==> src/rtl/stopwatch_pkg.sv <==
// Shared types and constants for the stopwatch controller.
// Imported by btn_edge and stopwatch_ctrl.
package stopwatch_pkg;

  localparam int BCD_W        = 12;
  localparam int TICK_DIV_DEF = 5_000_000;

  typedef enum logic [1:0] {
    ST_IDLE  = 2'd0,
    ST_RUN   = 2'd1,
    ST_PAUSE = 2'd2,
    ST_LAP   = 2'd3
  } sw_state_e;

endpackage

==> src/rtl/stopwatch_btn_edge.sv <==
// Button conditioner: 2-flop synchronizer plus falling-edge detector.
// Gives one event per press of an active-low raw button.
module btn_edge
  import stopwatch_pkg::*;
(
  input  logic clk,
  input  logic rst,
  input  logic i_btn_n,
  output logic o_evt
);

  logic       s1_q, s1_d;
  logic       s2_q, s2_d;
  logic       prev_q, prev_d;
  logic       arm_q, arm_d;
  logic [1:0] vld_q, vld_d;

  // Arm only after a genuine released level has reached s2, so a
  // button held through reset cannot fire on release of reset.
  always_comb begin
    s1_d   = i_btn_n;
    s2_d   = s1_q;
    prev_d = s2_q;
    vld_d  = {vld_q[0], 1'b1};
    arm_d  = arm_q | (vld_q[1] & s2_q);
    o_evt  = arm_q & prev_q & ~s2_q;
  end

  always_ff @(posedge clk or posedge rst) begin
    if (rst) begin
      s1_q   <= 1'b1;
      s2_q   <= 1'b1;
      prev_q <= 1'b1;
      vld_q  <= 2'b00;
      arm_q  <= 1'b0;
    end else begin
      s1_q   <= s1_d;
      s2_q   <= s2_d;
      prev_q <= prev_d;
      vld_q  <= vld_d;
      arm_q  <= arm_d;
    end
  end

endmodule

==> src/rtl/stopwatch_ctrl.sv <==
// Stopwatch control: button events, run/pause/lap FSM,
// tick prescaler and lap capture register.
module stopwatch_ctrl
  import stopwatch_pkg::*;
#(
  parameter int TICK_DIV = TICK_DIV_DEF
) (
  input  logic             i_Clk,
  input  logic             i_Rst,
  input  logic             i_fStart,
  input  logic             i_fLap,
  input  logic [BCD_W-1:0] i_Cnt,
  output logic             o_Tick,
  output logic             o_Clr,
  output logic [BCD_W-1:0] o_Disp,
  output logic             o_LapValid,
  output logic [1:0]       o_State
);

  localparam int PW = $clog2(TICK_DIV);
  localparam logic [PW-1:0] PRE_MAX = PW'(TICK_DIV - 1);
  localparam logic [PW-1:0] PRE_ONE = PW'(1);

  sw_state_e        state_q, state_d;
  logic [PW-1:0]    pre_q, pre_d;
  logic [BCD_W-1:0] lap_q, lap_d;
  logic             start_ev, lap_ev;
  logic             running;

  btn_edge u_start (
    .clk     (i_Clk),
    .rst     (i_Rst),
    .i_btn_n (i_fStart),
    .o_evt   (start_ev)
  );

  btn_edge u_lap (
    .clk     (i_Clk),
    .rst     (i_Rst),
    .i_btn_n (i_fLap),
    .o_evt   (lap_ev)
  );

  always_comb begin
    state_d = state_q;
    pre_d   = pre_q;
    lap_d   = lap_q;
    running = (state_q == ST_RUN) ||
              (state_q == ST_LAP);

    // Start has priority; a lap event alongside it is dropped.
    unique case (state_q)
      ST_IDLE: begin
        if (start_ev) state_d = ST_RUN;
      end
      ST_RUN: begin
        if (start_ev) begin
          state_d = ST_PAUSE;
        end else if (lap_ev) begin
          state_d = ST_LAP;
          lap_d   = i_Cnt;
        end
      end
      ST_LAP: begin
        if (start_ev)    state_d = ST_PAUSE;
        else if (lap_ev) state_d = ST_RUN;
      end
      ST_PAUSE: begin
        if (start_ev)    state_d = ST_RUN;
        else if (lap_ev) state_d = ST_IDLE;
      end
      default: state_d = ST_IDLE;
    endcase

    if (state_q == ST_IDLE) begin
      pre_d = '0;
    end else if (running) begin
      pre_d = (pre_q == PRE_MAX) ? '0 : pre_q + PRE_ONE;
    end

    if (state_d == ST_IDLE) lap_d = '0;
  end

  always_ff @(posedge i_Clk or posedge i_Rst) begin
    if (i_Rst) begin
      state_q <= ST_IDLE;
      pre_q   <= '0;
      lap_q   <= '0;
    end else begin
      state_q <= state_d;
      pre_q   <= pre_d;
      lap_q   <= lap_d;
    end
  end

  assign o_Tick     = running && (pre_q == PRE_MAX);
  assign o_Clr      = (state_q == ST_IDLE);
  assign o_LapValid = (state_q == ST_LAP);
  assign o_Disp     = (state_q == ST_LAP) ? lap_q : i_Cnt;
  assign o_State    = state_q;

endmodule
==> config.mk <==
export PLATFORM = sky130hd
export DESIGN_NAME = stopwatch_ctrl
export DESIGN_NICKNAME = d
export VERILOG_FILES = /design/src/rtl/stopwatch_pkg.sv /design/src/rtl/stopwatch_btn_edge.sv /design/src/rtl/stopwatch_ctrl.sv
export SDC_FILE = /design/constraint.sdc
export NUM_CORES = 1
export LEC_CHECK = 0
export CORE_MARGIN = 2
export CORE_UTILIZATION = 49
export CTS_BUF_LIST = sky130_fd_sc_hd__clkbuf_8 sky130_fd_sc_hd__clkbuf_16
export CTS_CLUSTER_DIAMETER = 150
export DETAILED_ROUTE_END_ITERATION = 8
export PLACE_DENSITY = 0.74
export SYNTH_ARGS = -nofsm -noshare
export SYNTH_HDL_FRONTEND = slang
export SYNTH_SLANG_ARGS = --single-unit
export TNS_END_PERCENT = 100
==> constraint.sdc <==
create_clock -name i_Clk -period 2.5 [get_ports i_Clk]
set_input_delay 0.5 -clock i_Clk [delete_from_list [all_inputs] [get_ports i_Clk]]
set_output_delay 0.5 -clock i_Clk [all_outputs]
set_load 0.005 [all_outputs]
==> results of run 1 <==
-- metal layers --
metal	GRT usage, %	up-vias	share of wire (%)
li1	-	931	-
met1	29.81	950	51
met2	29.83	36	44
met3	4.938	8	4.3
met4	5.455	0	1.4
met5	0	-	0
-- logic make-up after synthesis --
logic type | synth area share [%]
buffers and inverters | 3.770
adders and majority gates | 0.5310
DFF | 50.24
and+or+nand+nor | 20.55
muxes | 6.585
xor gates and xnor gates | 1.859
other | 0.1592
AOI/OAI and AO/OA | 16.30
-- path summary, 6_finish.rpt --
kind                                      from              to  slack, ps  depth (start not counted)
worst max-delay path                o_State[1]      o_Disp[11]        100                          4
worst min-delay path            u_lap.vld_q[0]  u_lap.vld_q[1]        360                          0
worst max register to register      o_State[0]       pre_q[19]        270                          6
worst min register to register  u_lap.vld_q[0]  u_lap.vld_q[1]        360                          0
max in group asynchronous                i_Rst       pre_q[12]       1320                          3
min in group asynchronous                i_Rst        pre_q[7]        590                          2
-- sequential cells by signal, indices dropped and copies added, names as in the netlist --
signal	count
u_start.s1_q	1
u_start.arm_q	1
o_State	2
u_lap.prev_q	1
lap_q	12
u_lap.prev_d	1
pre_q	23
u_lap.vld_q	2
u_start.prev_q	1
u_start.prev_d	1
u_lap.s1_q	1
u_lap.arm_q	1
-- power by group through the flow --
stage	combinational [mW]	sequential, mW	clock (mW)
CTS	0.845	0.951	0.500
global route	0.925	0.969	0.533
floorplan	0.498	0.942	0
detailed placement	0.838	0.963	0
finish	0.845	0.954	0.484
global placement	0.831	0.960	0
-- placed cells by master (no fill, tap or decap), types with 3 or more instances in the layout --
master,n
inv_1,8
clkbuf_8,6
nor4b_1,3
a22o_1,14
nor3_1,6
nor3b_1,3
clkdlybuf4s50_1,31
and3_1,4
dfstp_2,6
nand2_1,18
dfrtp_1,40
nand3_1,13
xor2_1,3
nor2_1,12
nand4_1,8
a21oi_1,10
mux2_2,12
o21ai_0,17
a21o_1,6
buf_4,9
nor4_1,4
-- stage by stage --
stage / power (mW) / hold WS [ps] / area (um^2)
after global placement: 1.790 / 333.8 / 2756
after CTS: 2.297 / 361.3 / 2859
final: 2.283 / 357.5 / 2860
after floorplan: 1.440 / 331.2 / 2356
after global routing: 2.427 / 362.0 / 2860
after detailed placement: 1.801 / 341.3 / 2756
-- cell type report --
| type | instances | area share (%) |
|---|---|---|
| tap | 54 | 2.362 |
| inverter | 9 | 1.181 |
| clock inverter | 2 | 0.5687 |
| multi-input combinational | 166 | 38.06 |
| timing repair buffer | 41 | 13.52 |
| sequential | 47 | 41.43 |
| clock buffer | 6 | 2.887 |
-- repair_timing --
item	in CTS	in global routing
endpoints found under the setup margin	8	9
cloned	0	0
resized for setup	3	1
==> results by group, run 1 <==
Run status
  – Status: finished, final reports clean

Synth
  – Mapped Cells: 234
  – Area contributors post-synth: dfrtp_1 (44%), dfstp_2 (6.7%), mux2_2 (5.7%), a22o_1 (5.2%), o21ai_0 (3.6%)
  – Post-Syn Area: 0.002356 mm^2
  – Prevailing post-synth register cell: dfrtp_1
  – Cell with the most instances after synthesis: dfrtp_1
  – Seq/Total Area, Yosys: 50.24%
  – Synth area leader: dfrtp_1
  – Synth Area per Inst: 10.07 um^2
  – EDFF count, synth: 0
  – Library cells used by synthesis: 46
  – FF+latch count, synth: 47
  – Asr flop ratio synth: 100.0%
  – Syn_nets: 251
  – Yosys warning count: 0
  – Most instantiated cells after synthesis: dfrtp_1 (41), nand2_1 (19), o21ai_0 (17), a22o_1 (14), nand3_1 (13)
  – Synth top area share: 43.55%

Critical path
  – Slowest stage delay, CP: 470 ps
  – Req. time, crit path: 2000 ps
  – Crit start category: flop
  – Crit-path slowest cell: dfrtp_2
  – Crit-path max FO: 9
  – Worst EP arrival: 1900 ps
  – Crit. End Element: primary output
  – Worst path bufs/invs: 2
  – Worst setup path category: reg2out
  – CP top delay family: buffers and inverters
  – CP cell instances: nand2_2 > buf_4 > mux2_2 > clkdlybuf4s50_1

GRT
  – First-pass GRT wire length: 8431 um
  – Total gr overflow: 0
  – Initial antenna violation count: 0
  – Number of global-route vias before repair: 1733
  – Largest net degree at the start of global routing: 33
  – GRT Util Overall: 20.23%

Drt
  – Post-DRT Antenna Nets: 0
  – Drc violations: 0
  – Vias/cell: 5.923
  – Total number of vias: 1925
  – Routed length per instance: 15.82 um
  – Drt pass-1 iters: 4
  – First DRT Iteration DRCs: 136
  – Final WL: 5140 um

STA
  – Measured slew at the worst slew-check pin: 853.9 ps
  – Fmax: 0.4169 GHz
  – Minimum clock period: 2399 ps
  – Clk_skew: 7.896 ps
  – Max-slew violations: 0
  – Final Cycle Share: 95.95%
  – Fin. Hold Viols: 0
  – Unrepaired setup endpoints after global routing: false
  – Final setup viols: 0
  – Setup TNS: 0 ps
  – Slew headroom: 43.07%
  – Setup ws final: 101.1 ps

CTS
  – CTS root buffer: clkbuf_8
  – Clock sinks: 47
  – TritonCTS Buffers: 5
  – Clock buffer depth: 2
  – TritonCTS clock tree: done
  – Worst-Skew Late Latency: 300 ps
  – Hold-fix buffer count after cts: 0
  – Post-CTS Setup Repair Bufs: 0
  – Clk pin slew, worst setup/hold paths: 80 ps
  – H-tree depth: 2

Floorplanning
  – Die ar.: 0.005379 mm^2
  – Starting Density: 50.21%
  – # rows: 25
  – IO Count: 33
  – Core area: 0.004692 mm^2
  – Die height: 73.34 um
  – Die width: 73.34 um

Power and ir drop
  – Comb pwr share: 37.0%
  – Max IR drop VDD: 0.0004586 V
  – Power Internal: 1.506 mW
  – Clk network pwr share: 21.2%
  – Switch share: 34.03%
  – Switching Power: 0.7768 mW
  – PwrDens: 798.1 mW/mm^2
  – Leak: 1.209 nW
  – Seq pwr share: 41.8%

Cells and area
  – Seq. cell area: 0.001185 mm^2
  – Multi-input logic area: 0.001089 mm^2
  – Fin nets: 287
  – Layout cells sized above 1: 16.24%
  – Final Util: 60.96%
  – FILL cells: 397
  – Area growth syn-to-layout: 21.40%
  – Final cell count without fillers: 325
  – Ant diodes: 0

Placed design
  – Cells after DPL: 317
  – HPWL after detailed placement: 3662 um
  – Pre-CTS setup slack: 298.0 ps
  – Gp weighted congestion: 0.8690
  – I/O Buffers: 32

Job
  – Max-cap violation count: 0

Hold path
  – Hold Crit Class: reg2reg
No activity file was read; power rests on OpenSTA's default activity.
==> inputs of run 2 (changes only) <==
--- a/config.mk
+++ b/config.mk
@@ -8,9 +8,11 @@
 export CORE_MARGIN = 2
 export CORE_UTILIZATION = 49
 export CTS_BUF_LIST = sky130_fd_sc_hd__clkbuf_8 sky130_fd_sc_hd__clkbuf_16
-export CTS_CLUSTER_DIAMETER = 150
+export CTS_CLUSTER_DIAMETER = 30
 export DETAILED_ROUTE_END_ITERATION = 8
-export PLACE_DENSITY = 0.74
+export DONT_BUFFER_PORTS = 1
+export PLACE_DENSITY = 0.65
+export SLEW_MARGIN = 0
 export SYNTH_ARGS = -nofsm -noshare
 export SYNTH_HDL_FRONTEND = slang
 export SYNTH_SLANG_ARGS = --single-unit
==> run 2 against run 1 <==
  * Sequential share of layout area rose by 6.1 points
  * Setup slack gained 240 ps
  * Via count fell by 7.9%
  * Core utilization shrank 7.8 points
  * Critical endpoint is now o_Tick
==> results by group, run 2 (synthesis gave the netlist of run 1 again) <==
STA
  – WHS: 77.88 ps (-279.6 ps)
  – Setup TNS: 0 ps (unchanged)
  – Measured slew at the worst slew-check pin: 790.7 ps (-63.25 ps)
  – Fin. Hold Viols: 0 (unchanged)
  – Clk_skew: 11.91 ps (+4.011 ps)
  – Slew headroom: 47.29% (+4.2 points)
  – Final setup viols: 0 (unchanged)
  – Minimum clock period: 2163 ps (-236.2 ps)
  – Final Cycle Share: 86.51% (-9.4 points)
  – Max-slew violations: 0 (unchanged)
  – Unrepaired setup endpoints after global routing: false
  – Fmax: 0.4624 GHz (+11%)

CTS
  – Clk pin slew, worst setup/hold paths: 90 ps (about the same)
  – Worst-Skew Late Latency: 300 ps (about the same)
  – CTS root buffer: clkbuf_8
  – Clock buffer depth: 2 (unchanged)
  – Post-cts sizing count: 0 (-3)
  – TritonCTS Buffers: 5 (unchanged)
  – Clock sinks: 47 (unchanged)
  – Post-CTS Setup Repair Bufs: 0 (unchanged)
  – TritonCTS clock tree: done
  – H-tree depth: 2 (unchanged)
  – Hold-fix buffer count after cts: 0 (unchanged)

Critical path
  – Reg-to-reg critical path startpoint: pre_q[0]
  – Crit-path max FO: 5 (-4)
  – Worst EP arrival: 1660 ps (-240 ps)
  – Crit start category: flop
  – Req. time, crit path: 2000 ps (about the same)
  – Worst Setup SP: pre_q[0]
  – Crit. End Element: primary output
  – Setup slack, reg-to-reg: 450 ps (+180 ps)
  – Worst setup path category: reg2out

GRT
  – Number of global-route vias before repair: 1635 (-5.7%)
  – Initial antenna violation count: 0 (unchanged)
  – Total gr overflow: 0 (unchanged)
  – Largest net degree at the start of global routing: 24 (-27%)
  – First-pass GRT wire length: 7714 um (-8.5%)
  – GRT Util Overall: 18.64% (-1.6 points)

Cells and area
  – Most frequent cells in the layout: dfrtp_1 (41), nand2_1 (19), o21ai_0 (17), a22o_1 (14), nand3_1 (13)
  – Layout cells sized above 1: 15.32% (-0.92 points)
  – Post-route cell area: 0.002492 mm^2 (-13%)
  – Fin nets: 251 (-13%)
  – Largest regs: pre_q: 23 flops, lap_q: 12 flops
  – Ant diodes: 0 (unchanged)
  – Most common cell after layout, fill and taps aside: dfrtp_1
  – FILL cells: 416 (+4.8%)
  – Max reg flops: 23 (unchanged)
  – Largest Register: pre_q
  – Area growth syn-to-layout: 5.789%

Drt
  – Total number of vias: 1772 (-7.9%)
  – Post-DRT Antenna Nets: 0 (unchanged)
  – Drc violations: 0 (unchanged)
  – Drt pass-1 iters: 4 (unchanged)
  – Final WL: 4660 um (-9.3%)
  – Routed length per instance: 16.12 um (+2.0%)
  – Vias/cell: 6.131 (+3.5%)
  – First DRT Iteration DRCs: 99 (-27%)

Floorplanning
  – Die ar.: 0.005379 mm^2 (unchanged)
  – # rows: 25 (unchanged)
  – Core area: 0.004692 mm^2 (unchanged)
  – IO Count: 33 (unchanged)
  – Die width: 73.34 um (unchanged)
  – Starting Density: 50.21% (unchanged)
  – Die height: 73.34 um (unchanged)

Power and ir drop
  – Leak: 1.066 nW (-12%)
  – Seq pwr share: 47.8% (+6.0 points)
  – Max IR drop VDD: 0.0003466 V (-24%)
  – Final Power: 2.006 mW (-12%)
  – Clk network pwr share: 22.2% (+1.0 points)
  – Switching Power: 0.7115 mW (-8.4%)
  – PwrDens: 804.9 mW/mm^2 (+0.85%)
  – Comb pwr share: 30.0% (-7.0 points)
  – Switch share: 35.47% (+1.4 points)
  – Power Internal: 1.295 mW (-14%)

Placed design
  – I/O Buffers: 0 (-100%)
  – HPWL after detailed placement: 3354 um (-8.4%)
  – Dpl cell area: 0.002406 mm^2 (-13%)
  – Gp weighted congestion: 0.8906 (+2.5%)

Run status
  – Status: finished, final reports clean

Hold path
  – Hold Crit Class: in2async

Job
  – Max-cap violation count: 0 (unchanged)
[run 2: layer usage]
layer | up-vias | wire length, um | track usage, %
met1 | 852 | 2271 | 26.89
met5 | - | 0 | 0
li1 | 855 | - | -
met2 | 55 | 2064 | 26.93
met3 | 10 | 247 | 5.075
met4 | 0 | 76 | 6.869
[run 2: power by group through the flow]
stage	Combinational, mW	Sequential, mW	Clock (mW)
floorplan	0.498	0.942	0
global placement	0.610	0.970	0
detailed placement	0.606	0.975	0
CTS	0.609	0.961	0.462
global route	0.674	0.977	0.495
finish	0.602	0.960	0.445
[run 2: per-stage QoR]
stage               cells  utilization (%)  setup slack (ps)
floorplan             234                -             605.6
global placement      281            51.28             439.9
detailed placement    281            51.28             400.5
CTS                   289            53.12             313.8
global route          289            53.12             81.12
finish                289            53.12             337.4
[run 2: final cells by class]
| class | instances | area, um^2 | area share (%) |
|---|---|---|---|
| flip-flops and latches | 47 | 1184 | 47.49 |
| multi-input cells | 166 | 1084 | 43.47 |
| clock buffers | 5 | 68.82 | 2.761 |
| well taps | 54 | 67.56 | 2.711 |
| repair buffers | 5 | 37.54 | 1.506 |
| inverters | 9 | 33.78 | 1.355 |
| clock inverters | 3 | 17.52 | 0.7028 |
[run 2: worst max-delay path: stages (launching register included)]
cell and delay [ps]:
dfrtp_1 400, ha_1 210, and3_1 190, nand3_1 150, nor4_1 420
[run 2: path summary, 6_finish.rpt]
kind | to | cells after the start
max in group asynchronous | pre_q[0] | 2
min | pre_q[13] | 1
max | o_Tick | 4
min reg2reg | u_lap.vld_q[1] | 0
min in group i_Clk | u_start.s1_q | 0
max reg2reg | pre_q[19] | 6
